--- config.mk ---
export PLATFORM = sky130hd
export DESIGN_NAME = actuated_phase_scheduler
export DESIGN_NICKNAME = d
export VERILOG_FILES = /design/src/rtl/traffic_pkg.sv /design/src/rtl/rr_phase_picker.sv /design/src/rtl/actuated_phase_scheduler.sv
export SDC_FILE = /design/constraint.sdc
export NUM_CORES = 1
export LEC_CHECK = 0
export CAP_MARGIN = 20
export CORE_MARGIN = 2
export CORE_UTILIZATION = 35
export DETAILED_ROUTE_END_ITERATION = 7
export GPL_TIMING_DRIVEN = 0
export SYNTH_ARGS = -nofsm -noshare
export SYNTH_HDL_FRONTEND = slang
export SYNTH_SLANG_ARGS = --single-unit
--- constraint.sdc ---
create_clock -name clk -period 2.5 [get_ports clk]
set_clock_uncertainty 0.2 [all_clocks]
set_input_delay 0.5 -clock clk [delete_from_list [all_inputs] [get_ports clk]]
set_output_delay 0.5 -clock clk [all_outputs]
set_load 0.02 [all_outputs]
--- src/rtl/traffic_pkg.sv ---
// -----------------------------------------------------------------------------
// traffic_pkg
// Shared types for the actuated phase scheduler:
//   state_t      - controller state (all-red clearance, green, yellow)
//   phase_t      - 2-bit phase index for the 4-phase intersection
//   phase_mask_t - one bit per phase (lamps, call memory)
//   onehot()     - phase index to phase mask
// -----------------------------------------------------------------------------
package traffic_pkg;

   localparam int NUM_PHASES = 4;

   typedef logic [1:0]            phase_t;
   typedef logic [NUM_PHASES-1:0] phase_mask_t;

   // Encoding 2'b11 is unused and recovers to S_ALL_RED.
   typedef enum logic [1:0] {
      S_ALL_RED = 2'd0,
      S_GREEN   = 2'd1,
      S_YELLOW  = 2'd2
   } state_t;

   function automatic phase_mask_t onehot(input phase_t p);
      phase_mask_t m;
      m    = '0;
      m[p] = 1'b1;
      return m;
   endfunction

endpackage

--- src/rtl/rr_phase_picker.sv ---
// -----------------------------------------------------------------------------
// rr_phase_picker
// Combinational round-robin search over the call memory. Starts one past the
// active phase and wraps, so the active phase itself is checked last.
// Ports:
//   pending      in  4  latched calls
//   active_phase in  2  last served / currently served phase
//   pick         out 2  first pending phase in round-robin order
//   any_valid    out 1  at least one call is pending
// -----------------------------------------------------------------------------
module rr_phase_picker
   import traffic_pkg::*;
(
   input  phase_mask_t pending,
   input  phase_t      active_phase,
   output phase_t      pick,
   output logic        any_valid
);

   phase_t w_idx;

   // Walk from the farthest candidate (offset 4 = active phase) to the
   // nearest (offset 1); the last hit written is the highest priority.
   always_comb begin
      // NOTE: every combinational output gets a default before any branch,
      // otherwise an unassigned path infers a latch.
      pick      = active_phase;
      any_valid = 1'b0;
      w_idx     = '0;
      for (int k = NUM_PHASES; k >= 1; k--) begin
         w_idx = active_phase + phase_t'(k);
         if (pending[w_idx]) begin
            pick      = w_idx;
            any_valid = 1'b1;
         end
      end
   end

endmodule

--- src/rtl/actuated_phase_scheduler.sv ---
// -----------------------------------------------------------------------------
// actuated_phase_scheduler
// Demand-actuated 4-phase signal scheduler. Latches vehicle calls, grants
// phases round-robin and enforces min-green / max-green / yellow / all-red.
// Rests in green with no competing demand, rests in all-red with no demand.
// Optional feature macro: SCHED_PREEMPT_EN (emergency preemption ports).
// Ports:
//   clk, rst_n         clock, synchronous active-low reset
//   det[3:0]           per-phase detector (level or pulse)
//   preempt            (SCHED_PREEMPT_EN) preemption request, level
//   preempt_phase[1:0] (SCHED_PREEMPT_EN) phase to serve under preemption
//   green[3:0]         one-hot green lamps
//   yellow[3:0]        one-hot yellow lamps
//   all_red            no phase green or yellow
//   active_phase[1:0]  phase being served / last served
//   pending[3:0]       latched call memory
//   phase_start        pulse on the first green cycle of a grant
// -----------------------------------------------------------------------------
module actuated_phase_scheduler
   import traffic_pkg::*;
#(
   parameter int CNT_WIDTH        = 16,
   parameter int MIN_GREEN_CYCLES = 20,
   parameter int MAX_GREEN_CYCLES = 60,
   parameter int YELLOW_CYCLES    = 5,
   parameter int ALL_RED_CYCLES   = 2
)(
   input  logic       clk,
   input  logic       rst_n,
   input  logic [3:0] det,
`ifdef SCHED_PREEMPT_EN
   input  logic       preempt,
   input  logic [1:0] preempt_phase,
`endif
   output logic [3:0] green,
   output logic [3:0] yellow,
   output logic       all_red,
   output logic [1:0] active_phase,
   output logic [3:0] pending,
   output logic       phase_start
);

   localparam logic [CNT_WIDTH-1:0] L_MIN_LAST = CNT_WIDTH'(MIN_GREEN_CYCLES - 1);
   localparam logic [CNT_WIDTH-1:0] L_MAX_LAST = CNT_WIDTH'(MAX_GREEN_CYCLES - 1);
   localparam logic [CNT_WIDTH-1:0] L_YEL_LAST = CNT_WIDTH'(YELLOW_CYCLES - 1);
   localparam logic [CNT_WIDTH-1:0] L_AR_LAST  = CNT_WIDTH'(ALL_RED_CYCLES - 1);

   state_t                r_state, w_next_state;
   logic [CNT_WIDTH-1:0]  r_timer;
   phase_mask_t           r_pending, w_pending_next, w_clr, w_det_mask;
   phase_t                r_active_phase, w_next_phase, w_pick;
   logic                  w_any_valid, w_others, w_min_done;
`ifdef SCHED_PREEMPT_EN
   // Set while the current green was granted by preemption; lets the phase
   // skip min-green once the request is released.
   logic                  r_pre_hold, w_pre_hold_next;
`endif

   rr_phase_picker u_picker (
      .pending      (r_pending),
      .active_phase (r_active_phase),
      .pick         (w_pick),
      .any_valid    (w_any_valid)
   );

   assign w_others = |(r_pending & ~onehot(r_active_phase));

   always_comb begin
      w_next_state = r_state;
      w_next_phase = r_active_phase;
      w_clr        = '0;
      w_min_done   = (r_timer >= L_MIN_LAST);
`ifdef SCHED_PREEMPT_EN
      w_pre_hold_next = r_pre_hold;
      if (r_pre_hold) w_min_done = 1'b1;
`endif
      case (r_state)
         S_ALL_RED: begin
            if (r_timer >= L_AR_LAST) begin
`ifdef SCHED_PREEMPT_EN
               if (preempt) begin
                  w_next_state    = S_GREEN;
                  w_next_phase    = preempt_phase;
                  w_clr           = onehot(preempt_phase);
                  w_pre_hold_next = 1'b1;
               end else
`endif
               if (w_any_valid) begin
                  w_next_state = S_GREEN;
                  w_next_phase = w_pick;
                  w_clr        = onehot(w_pick);
`ifdef SCHED_PREEMPT_EN
                  w_pre_hold_next = 1'b0;
`endif
               end
            end
         end
         S_GREEN: begin
`ifdef SCHED_PREEMPT_EN
            if (preempt) begin
               if (preempt_phase != r_active_phase) w_next_state = S_YELLOW;
            end else
`endif
            // Extension only while the served phase keeps calling and max
            // green has not been reached; with no competition, rest here.
            if (w_min_done && w_others &&
                !(det[r_active_phase] && (r_timer < L_MAX_LAST))) begin
               w_next_state = S_YELLOW;
            end
         end
         S_YELLOW: begin
            if (r_timer >= L_YEL_LAST) w_next_state = S_ALL_RED;
         end
         default: w_next_state = S_ALL_RED;
      endcase
`ifdef SCHED_PREEMPT_EN
      if (w_next_state != S_GREEN) w_pre_hold_next = 1'b0;
`endif
   end

   // The green phase's own detector is ignored only while it stays green, so a
   // call seen on the edge that ends the green is kept for a later grant.
   assign w_det_mask     = ((r_state == S_GREEN) && (w_next_state == S_GREEN)) ?
                           onehot(r_active_phase) : '0;
   assign w_pending_next = (r_pending | (det & ~w_det_mask)) & ~w_clr;

   always_ff @(posedge clk) begin
      // NOTE: state registers use non-blocking assignment so every register
      // samples the pre-edge values regardless of statement order.
      if (!rst_n) begin
         r_state        <= S_ALL_RED;
         r_timer        <= '0;
         r_pending      <= '0;
         r_active_phase <= 2'd3;
`ifdef SCHED_PREEMPT_EN
         r_pre_hold     <= 1'b0;
`endif
      end else begin
         r_state        <= w_next_state;
         r_active_phase <= w_next_phase;
         r_pending      <= w_pending_next;
`ifdef SCHED_PREEMPT_EN
         r_pre_hold     <= w_pre_hold_next;
`endif
         // Timer restarts on any state change and saturates rather than wraps.
         if (w_next_state != r_state) r_timer <= '0;
         else if (r_timer != '1)      r_timer <= r_timer + 1'b1;
      end
   end

   // Moore decode from registered state only.
   always_comb begin
      green       = (r_state == S_GREEN)  ? onehot(r_active_phase) : 4'b0000;
      yellow      = (r_state == S_YELLOW) ? onehot(r_active_phase) : 4'b0000;
      all_red     = !((r_state == S_GREEN) || (r_state == S_YELLOW));
      phase_start = (r_state == S_GREEN) && (r_timer == '0);
   end

   assign active_phase = r_active_phase;
   assign pending      = r_pending;

endmodule

==> summary.txt <==
Route
  • Vias per cell: approximately 5.6
  • Routed wire length: 4685 µm
  • Remaining antenna violation count: 0
  • Per-cell routed wire length: between 15 and 20 µm
  • Number of DRC markers in iteration 0: just under 100
  • Total iterations of the first detailed-routing run: 4
  • Vias after detailed routing: 1707
  • Drc violations: 0

Worst setup path
  • Maximum net fanout on the critical path: 7
  • Sort of element at the start of the critical path: flop
  • Cells along the critical path: inv_1 -> ha_1 -> inv_1 -> clkdlybuf4s50_1
  • Worst endpoint required time: 1800 ps
  • Slowest cell delay on critical path: 590 ps
  • Cell type with the highest occurrence count on the critical path: inv_1
  • Crit path capture type: output pin
  • Worst Path Arrival: 1740 ps
  • Type of the worst setup path: flop to output pin
  • Slowest CP cell: clkdlybuf4s50_1

Die
  • Number of placed I/O pins: 22
  • Number of placement rows: 26
  • Floorplan core area: ~5100 µm²
  • Overall die width: 76.44 µm
  • Initial standard-cell utilization of the core: between 30% and 40%
  • Die Y: 76.44 µm
  • Floorplan die area: roughly 6000 µm²

Logic synthesis
  • Area fraction of the dominant cell type after synthesis: a little over a quarter
  • Number of storage elements in the synthesis netlist: 24
  • Post-synth EDFFs: 0
  • Synth Instances: around 210
  • Number of different library cells in the post-synthesis netlist: 55
  • Count of yosys warnings during synthesis: 0
  • Seq/Total Area, Yosys: a little over a quarter
  • Mapped cell area: ~1800 µm²
  • Cell accounting for the most synthesized area: dfxtp_1
  • Synth area leaders: dfxtp_1 (26%), ha_1 (8.2%), nor4_1 (5.8%), xnor2_1 (4.8%), nand3_1 (3.0%)
  • Synth async-reset ratio: 0%
  • Most used flip-flop cell after synthesis: dfxtp_1
  • Syn_nets: about 230
  • Mean Syn Cell Area: between 8 and 9 µm²

Run
  • Count of maximum capacitance violations: 0

Placed design
  • Half-perimeter wire length of the detailed placement result: between 3000 and 4000 µm
  • Cell area after placement: about 2100 µm²
  • Number of port buffers: 21
  • Setup Slack @ Placement: -343.7 ps
  • Placed insts: about 300
  • Routability congestion estimate from global placement: 0.8519

Layout
  • Antenna cell count: 0
  • Share of post-route cells with drive strength above 1: 22.22%
  • Design area: between 2000 and 2500 µm²
  • Net count of the finished layout: 253
  • Non-filler cells, final: 304
  • Growth of design area from synthesis to finish: 25.34%

GRT
  • Number of antenna violations at the first check in global routing: 0
  • First-pass GRT wire length: approximately 7700 µm
  • Total grt overflow: 0
  • Largest net degree at the start of global routing: 14
  • Vias in the first global route: ~1.6k
  • Aggregate global-route resource usage: between 10% and 20%

Timing
  • Worst Tran Pin Value: between 500 and 600 ps
  • Achievable Freq: 409.1 MHz
  • Final number of setup-violating endpoints: 0
  • RSZ-0062 raised after global routing: yes
  • Clock period minus final worst setup slack: between 2000 and 2500 ps
  • Final-report hold violation count: 0
  • Slack of the critical path: about 56 ps
  • Final critical-path share of the clock period: a little over nine tenths
  • Relative slew slack: between 60% and 70%
  • Final slew viol count: 0

Clocking
  • Number of hold buffers added after cts: 0
  • Number of buffers created by CTS: 3
  • CTS tree: built
  • Clock transition at the registers of the reported paths: 90 ps
  • Later-pin clock latency in the skew report: 270 ps
  • Clock H-tree levels: 1
  • Clock tree buffer depth: 2
  • Root Buffer: clkbuf_8
  • CTS sink cnt: 24

Power and ir drop
  • PwrDens: 944.4 nW/µm²
  • Static leakage: 0.8807 nW
  • Worst IR Drop VDD: approximately 0.00037 V
  • Final total power: between 2 and 2.5 mW

Hold path
  • Kind of path behind the tightest hold check: flop to flop

Run status
  • Outcome: finished, final reports clean
[layout by cell type (no fill, tap or decap), types with 7 or more instances in the layout]
cell type	synthesis	routed
and2_1	8	8
dlygate4sd2_1	0	7
nand3_1	11	11
xnor2_1	10	10
nor3_1	11	10
inv_1	12	12
dfxtp_1	24	19
nor4_1	17	15
clkdlybuf4s50_1	0	12
nand2_1	8	8
ha_1	12	11
o21ai_0	9	9
nor2_1	7	7
[stage by stage]
| stage | TNS (ps) | util (%) | hold slack [ps] |
|---|---|---|---|
| 3_3_place_gp | -5378 | 42.06 | 372.0 |
| 6_report | 0 | 45.36 | 399.0 |
| 2_1_floorplan | 0 | - | 324.9 |
| 4_1_cts | 0 | 43.61 | 403.6 |
| 5_1_grt | -1.039 | 45.36 | 444.4 |
| 3_5_place_dp | -4979 | 42.06 | 376.2 |
[cell type report]
class | instances | area, µm²
Buffer | 8 | 76.32
Fill cell | 524 | 2773
Inverter | 12 | 45.04
Sequential cell | 24 | 486.7
Timing Repair Buffer | 23 | 220.2
Multi-Input combinational cell | 163 | 1331
Clock buffer | 4 | 55.05
Tap cell | 70 | 87.58
[cells by family (layout without fill, tap and decap cells)]
kind of cell | Yosys count | count (layout) | share of synthesized area, %
AND/OR/NAND/NOR | 90 | 90 | 30.11
adder cells (fa/ha/maj) | 12 | 12 | 8.174
flip-flops | 24 | 24 | 26.16
buffers and inverters | 20 | 47 | 6.607
AO/OA/AOI/OAI | 44 | 44 | 18.94
XOR/XNOR | 10 | 10 | 4.768
multiplexers | 7 | 7 | 5.245
[flip-flops by register name, indices dropped and copies added (netlist names)]
name          flops
r_timer          16
pending           4
active_phase      2
r_state           2
[power breakdown]
group	leakage, nW	switching, mW	internal (mW)
clock network	0.0288	0.129	0.141
logic	0.656	0.726	0.597
registers	0.196	0.128	0.453
total	0.881	0.984	1.19
[cell usage after synthesis (2+ instances only)]
library cell / number
mux2i_1: 4
buf_6: 4
nor4_1: 17
ha_1: 12
nor3_1: 11
nor4_2: 2
o211ai_1: 3
and3_2: 3
dfxtp_1: 24
clkbuf_2: 2
nor2_1: 7
nand2b_1: 4
a221oi_1: 4
o2111ai_1: 2
nand3_1: 11
a21oi_1: 5
mux4_2: 2
nand2_1: 8
a211oi_1: 2
o21ai_0: 9
nor3b_1: 3
inv_1: 12
nor2b_1: 4
and2_1: 8
nand4_1: 5
xnor2_1: 10
[worst max-delay path, delay by kind of cell, from the launching register on]
kind	cells	cell delay (ps)
buffers and inverters	3	760
adders and majority gates	1	300
DFF	1	410
[what timing repair did]
action,CTS,global route
pin swaps,1,4
endpoints found under the setup margin,20,18
cloned,0,0
resized for setup,16,16
setup buffers,1,1
[worst paths after layout]
| kind | from | endpoint | slack [ps] | depth (start not counted) |
|---|---|---|---|---|
| setup / recovery | r_state[0]$_SDFF_PN0_ | all_red | 60 | 4 |
| hold / removal | r_timer[9]$_SDFFE_PP0P_ | r_timer[9]$_SDFFE_PP0P_ | 400 | 2 |
| setup reg to reg | active_phase[0]$_SDFFE_PN1P_ | pending[2]$_SDFF_PN0_ | 140 | 7 |
| hold reg to reg | r_timer[9]$_SDFFE_PP0P_ | r_timer[9]$_SDFFE_PP0P_ | 400 | 2 |
[routing by layer]
| layer | vias to the layer above | share of wire, % | GRT usage [%] |
|---|---|---|---|
| li1 | 844 | - | - |
| met1 | 810 | 45 | 19.96 |
| met2 | 47 | 49 | 26.11 |
| met3 | 6 | 4.4 | 3.555 |
| met4 | 0 | 1.4 | 5.455 |
| met5 | - | 0 | 0 |
(Power assumes the default switching activity.)
